<file path="config.mk">
export PLATFORM = sky130hd
export DESIGN_NAME = pc_sequencer
export DESIGN_NICKNAME = d
export VERILOG_FILES = /design/src/rtl/pc_pkg.sv /design/src/rtl/ras_stack.sv /design/src/rtl/pc_sequencer.sv
export SDC_FILE = /design/constraint.sdc
export NUM_CORES = 1
export LEC_CHECK = 0
export BUFFER_PORTS_ARGS = -buffer_cell sky130_fd_sc_hd__buf_4
export CAP_MARGIN = 20
export CORE_ASPECT_RATIO = 0.8
export CORE_UTILIZATION = 45
export CTS_CLUSTER_DIAMETER = 100
export DETAILED_ROUTE_END_ITERATION = 6
export PLACE_DENSITY = 0.66
export SLEW_MARGIN = 20
export SYNTH_ARGS = -nofsm -noshare
export SYNTH_HDL_FRONTEND = slang
export SYNTH_HIERARCHICAL = 1
export SYNTH_SLANG_ARGS = --single-unit
</file>
<file path="constraint.sdc">
create_clock -name clk -period 4.65 [get_ports clk]
set_input_delay 0 -clock clk [delete_from_list [all_inputs] [get_ports clk]]
set_output_delay 0 -clock clk [all_outputs]
set_load 0.01 [all_outputs]
</file>
<file path="src/rtl/pc_pkg.sv">
// Shared definitions for the PC sequencer: control-flow mode encodings
// and the default sequential increment.
package pc_pkg;

  typedef enum logic [1:0] {
    MODE_SEQ    = 2'b00,
    MODE_BRANCH = 2'b01,
    MODE_JUMP   = 2'b10,
    MODE_RET    = 2'b11
  } mode_e;

  localparam int DEFAULT_INC = 4;

endpackage

</file>
<file path="src/rtl/ras_stack.sv">
// Circular return-address stack. When full, a push overwrites the oldest
// entry. Push and pop together replace the top entry. Error flags are sticky.
module ras_stack #(
  parameter int XLEN  = 32,
  parameter int DEPTH = 4
) (
  input  logic            clk,
  input  logic            rst_n,
  input  logic            push,
  input  logic            pop,
  input  logic [XLEN-1:0] push_data,
  output logic [XLEN-1:0] top,
  output logic            empty,
  output logic            full,
  output logic            ovf,
  output logic            unf
);

  localparam int PTR_W = $clog2(DEPTH);
  localparam int CNT_W = PTR_W + 1;

  logic [XLEN-1:0]  mem [DEPTH];
  logic [PTR_W-1:0] top_ptr, ptr_next, wr_ptr;
  logic [CNT_W-1:0] count, count_next;
  logic             wr_en, ovf_set, unf_set;

  assign empty = (count == '0);
  assign full  = (count == CNT_W'(DEPTH));
  assign top   = mem[top_ptr];

  // NOTE: every signal written here gets a default first, so no latch is inferred.
  always_comb begin
    wr_en      = 1'b0;
    wr_ptr     = top_ptr + 1'b1;
    ptr_next   = top_ptr;
    count_next = count;
    ovf_set    = 1'b0;
    unf_set    = 1'b0;
    if (pop) begin
      if (empty) begin
        unf_set = 1'b1;
      end else if (!push) begin
        ptr_next   = top_ptr - 1'b1;
        count_next = count - 1'b1;
      end
    end
    if (push) begin
      wr_en = 1'b1;
      if (pop && !empty) begin
        wr_ptr = top_ptr;
      end else begin
        ptr_next = top_ptr + 1'b1;
        if (full) ovf_set = 1'b1;
        else      count_next = count + 1'b1;
      end
    end
  end

  // NOTE: the storage array is not reset. Count gates every read, so stale data is never used.
  always_ff @(posedge clk) begin
    if (wr_en) mem[wr_ptr] <= push_data;
  end

  always_ff @(posedge clk or negedge rst_n) begin
    if (!rst_n) begin
      top_ptr <= '0;
      count   <= '0;
      ovf     <= 1'b0;
      unf     <= 1'b0;
    end else begin
      top_ptr <= ptr_next;
      count   <= count_next;
      if (ovf_set) ovf <= 1'b1;
      if (unf_set) unf <= 1'b1;
    end
  end

endmodule

</file>
<file path="src/rtl/pc_sequencer.sv">
// Program-counter sequencer. It selects the next PC by priority
// (trap > ret > jump > taken branch > sequential) and uses a return-address stack.
module pc_sequencer
  import pc_pkg::*;
#(
  parameter int              XLEN      = 32,
  parameter logic [XLEN-1:0] RESET_VEC = XLEN'(32'h0000_0000),
  parameter int              INC       = DEFAULT_INC,
  parameter int              RAS_DEPTH = 4
) (
  input  logic            clk,
  input  logic            reset,
  input  logic            advance,
  input  logic            stall,
  input  logic [1:0]      mode,
  input  logic            taken,
  input  logic [XLEN-1:0] offset,
  input  logic [XLEN-1:0] target,
  input  logic            call,
  input  logic            trap,
  input  logic [XLEN-1:0] trap_vec,
  output logic [XLEN-1:0] pc,
  output logic [XLEN-1:0] pc_prev,
  output logic            ras_empty,
  output logic            ras_full,
  output logic            ras_ovf,
  output logic            ras_unf,
  output logic            misalign
);

  mode_e           mode_sel;
  logic            step, redirect, do_push, do_pop;
  logic [XLEN-1:0] ras_top, raw_next, pc_next;

  assign mode_sel = mode_e'(mode);
  assign step     = advance && !stall;
  assign do_push  = step && call && !trap;
  assign do_pop   = step && !trap && (mode_sel == MODE_RET);

  always_comb begin
    redirect = 1'b1;
    raw_next = pc + XLEN'(INC);
    if (trap) begin
      raw_next = trap_vec;
    end else begin
      case (mode_sel)
        MODE_RET:    raw_next = ras_empty ? RESET_VEC : ras_top;
        MODE_JUMP:   raw_next = target;
        MODE_BRANCH: if (taken) raw_next = pc + offset;
                     else       redirect = 1'b0;
        default:     redirect = 1'b0;
      endcase
    end
    // Redirect destinations are forced to word alignment. Sequential steps are left as they are.
    pc_next = redirect ? {raw_next[XLEN-1:2], 2'b00} : raw_next;
  end

  // NOTE: non-blocking assignments let pc_prev capture the pc value from before this edge.
  always_ff @(posedge clk or negedge reset) begin
    if (!reset) begin
      pc       <= RESET_VEC;
      pc_prev  <= RESET_VEC;
      misalign <= 1'b0;
    end else begin
      misalign <= step && redirect && (raw_next[1:0] != 2'b00);
      if (step) begin
        pc_prev <= pc;
        pc      <= pc_next;
      end
    end
  end

  ras_stack #(
    .XLEN  (XLEN),
    .DEPTH (RAS_DEPTH)
  ) u_ras (
    .clk       (clk),
    .rst_n     (reset),
    .push      (do_push),
    .pop       (do_pop),
    .push_data (pc + XLEN'(INC)),
    .top       (ras_top),
    .empty     (ras_empty),
    .full      (ras_full),
    .ovf       (ras_ovf),
    .unf       (ras_unf)
  );

endmodule

</file>
Yosys cells after proc, flatten, opt, wreduce, memory -nomap -nowiden

Memory sizes are Yosys's and may differ from the RTL's.
Index checks and enable logic that the tools add are counted.

Bits in writable memories: 128
Input port bits: 105
Memories kept: 1
Latch bits: 0
Bits in registers: 72
ROM bits: 0
Logic and storage cells: 61
Output and inout port bits: 69

Equal/unequal tests: 4
Multipliers: 0
Add/subtract/negate cells: 6
Bitwise operators: 0
Div/mod/pow operators: 0
Magnitude comparators: 0
Shifts and indexed selects: 0
Multiplexer cells: 29
Reduce and logical (&&, ||, !) cells: 14

Memories:

| name      | depth | width | rd ports | clocked after memory_dff | wr ports | RTL line        | RTL |
|---|---|---|---|---|---|---|---|
| u_ras.mem | 4     | 32    | 1        | 0                        | 1        | ras_stack.sv:22 | `logic [XLEN-1:0] mem [DEPTH];` |

Operators by type and width:

| operator                                             | number |
|---|---|
| two-way mux 32 bit                                   | 3 |
| case mux 32 bit (3 select lines)                     | 1 |
| adder 32 x 3 -> 32 bit (second input constant)       | 1 |
| adder 32 bit                                         | 1 |
| two-way mux 3 bit                                    | 6 |
| two-way mux 2 bit                                    | 8 |
| two-way mux 1 bit                                    | 10 |
| logical AND 1 bit                                    | 8 |
| equality test 2 bit (second input constant)          | 2 |
| adder 3 x 1 -> 3 bit (second input constant)         | 1 |
| equality test 3 bit (second input constant)          | 1 |
| logical NOT 1 bit                                    | 3 |
| logical NOT 3 bit                                    | 1 |
| subtractor 3 x 1 -> 3 bit (second input constant)    | 1 |
| adder 2 x 1 -> 2 bit (second input constant)         | 1 |
| equality test 2 x 1 -> 1 bit (second input constant) | 1 |
| case mux 1 bit (2 select lines)                      | 1 |
| nonzero test 2 bit                                   | 1 |
| OR reduction 2 bit                                   | 1 |
| subtractor 2 x 1 -> 2 bit (second input constant)    | 1 |

Longest topological paths before layout

Depth after elaboration: 10
Depth in mapped cells: 13
Mapped depth without buffers: 13

Hierarchy

Netlist, hierarchy kept.

By module, submodules not included:

| module       | cells each | seq. area each (um^2) | times used | area an instance (um^2) |
|---|---|---|---|---|
| pc_sequencer | 817        | 1626.6                | 1          | 6038.3 |
| ras_stack    | 223        | 4018.9                | 1          | 5119.9 |

Least setup slack after synthesis

No wires, ideal clock.

Path type: input-to-reg
From: in mode[0]
To: mem u_ras.mem[2][0] (enable)
Required time: 4.180 ns
Setup time: 0.470 ns
Path slack: 0.110 ns
Stages: 9
Buffers on the path: 3
Data arrival time: 4.070 ns
Cells stage by stage: clkbuf_1 -> inv_2 -> clkbuf_1 -> clkbuf_1 -> nor3_1 -> inv_1 -> nor2_4 -> nand3b_1 -> a21boi_0

Longest elaborated chain between the ends: 5

RTL lines:

| element             | RTL line           | RTL |
|---|---|---|
| start: declaration  | pc_sequencer.sv:15 | `input logic [1:0] mode,` |
| equality test 2 bit | pc_sequencer.sv:38 | `assign do_pop = step && !trap && (mode_sel == MODE_RET);` |
| logical AND 1 bit   | pc_sequencer.sv:38 |  |
| named net do_pop    | pc_sequencer.sv:32 | `logic step, redirect, do_push, do_pop;` |
| logical AND 1 bit   | ras_stack.sv:49    | `if (pop && !empty) begin` |
| two-way mux 2 bit   | ras_stack.sv:49    |  |
| two-way mux 2 bit   | ras_stack.sv:47    | `if (push) begin` |
| end: declaration    | ras_stack.sv:22    |  |

The timed path passes the listed nets, and every way through them passes these cells.

Worst setup path in the final report

From: reg pc[1]
To: reg pc[31]

Longest elaborated chain between the ends: 4
Elaborated cells between the ends (all ways): 5
Classes of those cells: add/sub (2); mux (3)

RTL lines:

| element                                                | RTL line                               | RTL |
|---|---|---|
| start: declaration                                     | pc_sequencer.sv:22                     | `output logic [XLEN-1:0] pc,` |
| start signal: assignment                               | pc_sequencer.sv:68                     | `pc <= pc_next;` |
| adder 32 x 3 -> 32 bit or adder 32 bit (tied branches) | pc_sequencer.sv:42, pc_sequencer.sv:49 |  |
| two-way mux 32 bit                                     | pc_sequencer.sv:49                     | `MODE_BRANCH: if (taken) raw_next = pc + offset;` |
| case mux 32 bit (3 select lines) *                     | pc_sequencer.sv:46                     | `case (mode_sel)` |
| two-way mux 32 bit *                                   | pc_sequencer.sv:43                     | `if (trap) begin` |

Every way passes the cells marked *; elsewhere a longest branch is shown, timed or not.
A chain may end at the register's enable or synchronous reset.

==> impl_results.md <==
- Crit path time final: 3.09 ns
- Core ar.: 24300 um2
- Vias: 9201
- DR pass1 iterations: 5
- Commonest cells after routing, fill and taps aside: buf_4, nand2_1, edfxtp_1
- CP endpoint kind: flop
- Slew Viols, Final: 0
- Worst setup SP type: flop
- Switching power: 2.17 mW
- Pin count of the biggest net entering global routing: 65
- Post-synth top area share: 34.4%
- Diodes inserted: 0
- Worst Skew: 0.0130 ns
- Slew margin rel.: 20.9%
- Max Cap Viol: 0
- Global Route Usage Sum: 26.4%
- Sw Ratio: 36.2%
- Gate Count Post-Synth: 1040
- Sequential share of power: 39.7%
- Non-filler cells, final: 1543
- Count of different cell masters after synthesis: 79
- Clock slew seen by the registers of the worst setup and hold paths: 0.08 ns
- Post-synth EDFFs: 128
- Detail Route Antenna Nets: 0
- Hold Fails Final Rpt: 0
- Cell Area, Synth: 11200 um2
- Post-synthesis average cell area: 10.7 um2
- Most used DFF post-synth: edfxtp_1
- GRT overflow: 0
- FP Rows: 51
- Fraction of registers with async set/reset: 36.0%
- Ports: 174
- Hold Path Class: primary input to flop
- Synth area leader: edfxtp_1
- Die ar.: 25400 um2
- Port Buf Inserts: 173
- CTS sink cnt: 200
- Met1 Routed Length: 14.9 mm
- Placed insts: 1485
- Antenna violations before repair: 0
- Leakage: 5.60 nW
- First-pass GRT wire length: 49.8 mm
- CP Class: flop to flop
- Post-synthesis sequential area ratio: 50.6%
- Syn nets: 1181
- Vias in the first global route: 8598
- Die span in x: 178 um
- Area Growth Syn to Fin: 21.7%
- Detailed-placement wirelength estimate: 23.2 mm
- Setup TNS: 0 ns
- Worst Max-Slew Pin Slew: 1.18 ns
- Comb pwr share: 35.0%
- TritonCTS clock tree: done
- CTS root buffer: clkbuf_16
- RSZ-0062 raised after global routing: false
- WP data required: 4.97 ns
- H-Tree Depth: 4
- Top Metal Used: met4
- Critical path's most frequent cell: a21oi_1
- Fmax: 0.323 GHz
- Worst path buffer plus inverter count: 0
- Crit Path Max Fanout: 10
- Clock power frac: 25.2%
- Fillers: 2096
- Max rail drop VDD: 0.000259 V
- Ranking of synthesized cells by area: edfxtp_1, dfrtp_1, mux4_2, nand2_1, ha_1
- Met3 WL: 3.14 mm
- Die height: 143 um
- Status: completed
- Initial Util: 45.9%
- WL final: 32.9 mm
- Routed wire per std cell: 21.3 um
- Worst Path Arrival: 3.41 ns
- CTS Buf Count: 17
- Yosys warning count: 6
- Ratio of final minimum period to clock period: 66.5%
- First-iteration detailed-routing DRC count: 917
- Number of cells upsized or downsized after cts: 0
- Yosys reg bits: 200
- Final routed DRC violation total: 0
- Post-DR vias/cell: 5.96
- Pwr dens: 441 nW/um2
- Clk_lat worst skew: 0.45 ns
- Share of layout cells above drive strength 1: 22.0%
- Final setup vio count: 0
- Crit-path slowest cell: dfrtp_1
- CP Cell Sequence: ha_1, a21oi_1, o22ai_1, a31oi_1, o211ai_1, a21oi_1, o21ai_1, a221oi_1, xnor2_1, o221ai_2
- Nets: 1353
- CP delay by family, top: compound AO/OA/AOI/OAI gates
- Cell internal pwr: 3.82 mW
- Detail Route met2 WL: 14.1 mm
- Commonest non-fill, non-tap cell in the layout: buf_4
- RD Place Congestion: 0.886
- Clock buffer depth: 2
- Crit-path max cell delay: 0.53 ns
-- cell families (layout without fill, tap and decap cells) --
family	count (synthesis)	count (layout)	share of synthesized area [%]
simple gates	361	361	15.0
xor+xnor	59	59	4.80
flops	200	200	50.6
fa+ha+maj	36	36	4.10
mux	34	34	6.64
compound gates	264	264	15.7
buf+inv	86	271	3.23
-- worst paths after layout --
| path | start | cells after the start | end | slack, ns |
|---|---|---|---|---|
| max | pc[1] | 10 | pc[31] | 1.56 |
| min | trap_vec[20] | 4 | pc[20] | 0.009 |
| max in group asynchronous | reset | 3 | u_ras/top_ptr[0] | 3.56 |
| min reg2reg | u_ras/unf | 1 | u_ras/unf | 0.46 |
| min in group asynchronous | reset | 3 | pc_prev[3] | 0.39 |
| max reg2reg | pc[1] | 10 | pc[31] | 1.56 |
-- through the flow --
step | instance area [um2] | hold slack (ns) | setup WS, ns | util [%] | total power, mW
6_report | 13600 | 0.00862 | 1.56 | 55.8 | 5.99
3_5_place_dp | 12700 | -0.133 | 1.61 | 52.3 | 4.46
3_3_place_gp | 12700 | -0.136 | 1.68 | 52.3 | 4.43
5_1_grt | 13600 | 0.0236 | 1.29 | 55.8 | 6.28
2_1_floorplan | 11200 | -0.296 | 0.110 | - | 3.73
4_1_cts | 13600 | 0.0134 | 1.59 | 55.8 | 5.97
-- registers in the layout (all words and copies together), names as in the netlist --
register	cells
pc	32
u_ras/count	3
pc_prev	32
u_ras/unf	1
misalign	1
u_ras/ovf	1
u_ras/mem	128
u_ras/top_ptr	2
-- synthesized netlist by cell type (all sizes together), types with 15 or more instances --
cell type / number
a21o: 15
a21oi: 77
a221oi: 17
clkbuf: 45
dfrtp: 72
edfxtp: 128
ha: 35
inv: 26
mux4: 32
nand2: 182
nand3: 25
nor2: 75
o21ai: 59
xnor2: 34
xor2: 25
-- power groups by stage --
stage	clock [mW]	sequential, mW	combinational, mW
2_1_floorplan	0	2.34	1.39
3_3_place_gp	0	2.41	2.02
3_5_place_dp	0	2.41	2.05
4_1_cts	1.52	2.38	2.07
5_1_grt	1.59	2.41	2.27
6_report	1.51	2.38	2.10
-- layer usage --
metal / GRT usage, % / vias to the layer above
met4: 7.96 / 0
met3: 5.38 / 50
met2: 37.5 / 445
met5: 0 / -
met1: 40.2 / 4505
li1: - / 4201
-- worst reg2reg max path: cells and delay by family (launching register included) --
| kind | cells | cell delay [ns] |
|---|---|---|
| XOR/XNOR | 1 | 0.19 |
| adder cells (fa/ha/maj) | 1 | 0.29 |
| AO/OA/AOI/OAI | 8 | 1.95 |
| flip-flops | 1 | 0.53 |
-- cell type report --
cell class	instances	area, um2	area share (%)
clock buffer	18	429	3.16
clock inverter	14	165	1.22
inverter	27	101	0.747
multi-input combinational	754	5180	38.1
sequential	200	5650	41.6
tap	318	398	2.93
timing repair buffer	212	1660	12.2
-- timing repair --
| item | in CTS | in global routing |
|---|---|---|
| hold buffers | 26 | 0 |
| buffers inserted | 0 | 0 |
| hold endpoints to repair | 53 | 0 |
No activity file was read; power rests on OpenSTA's default activity.
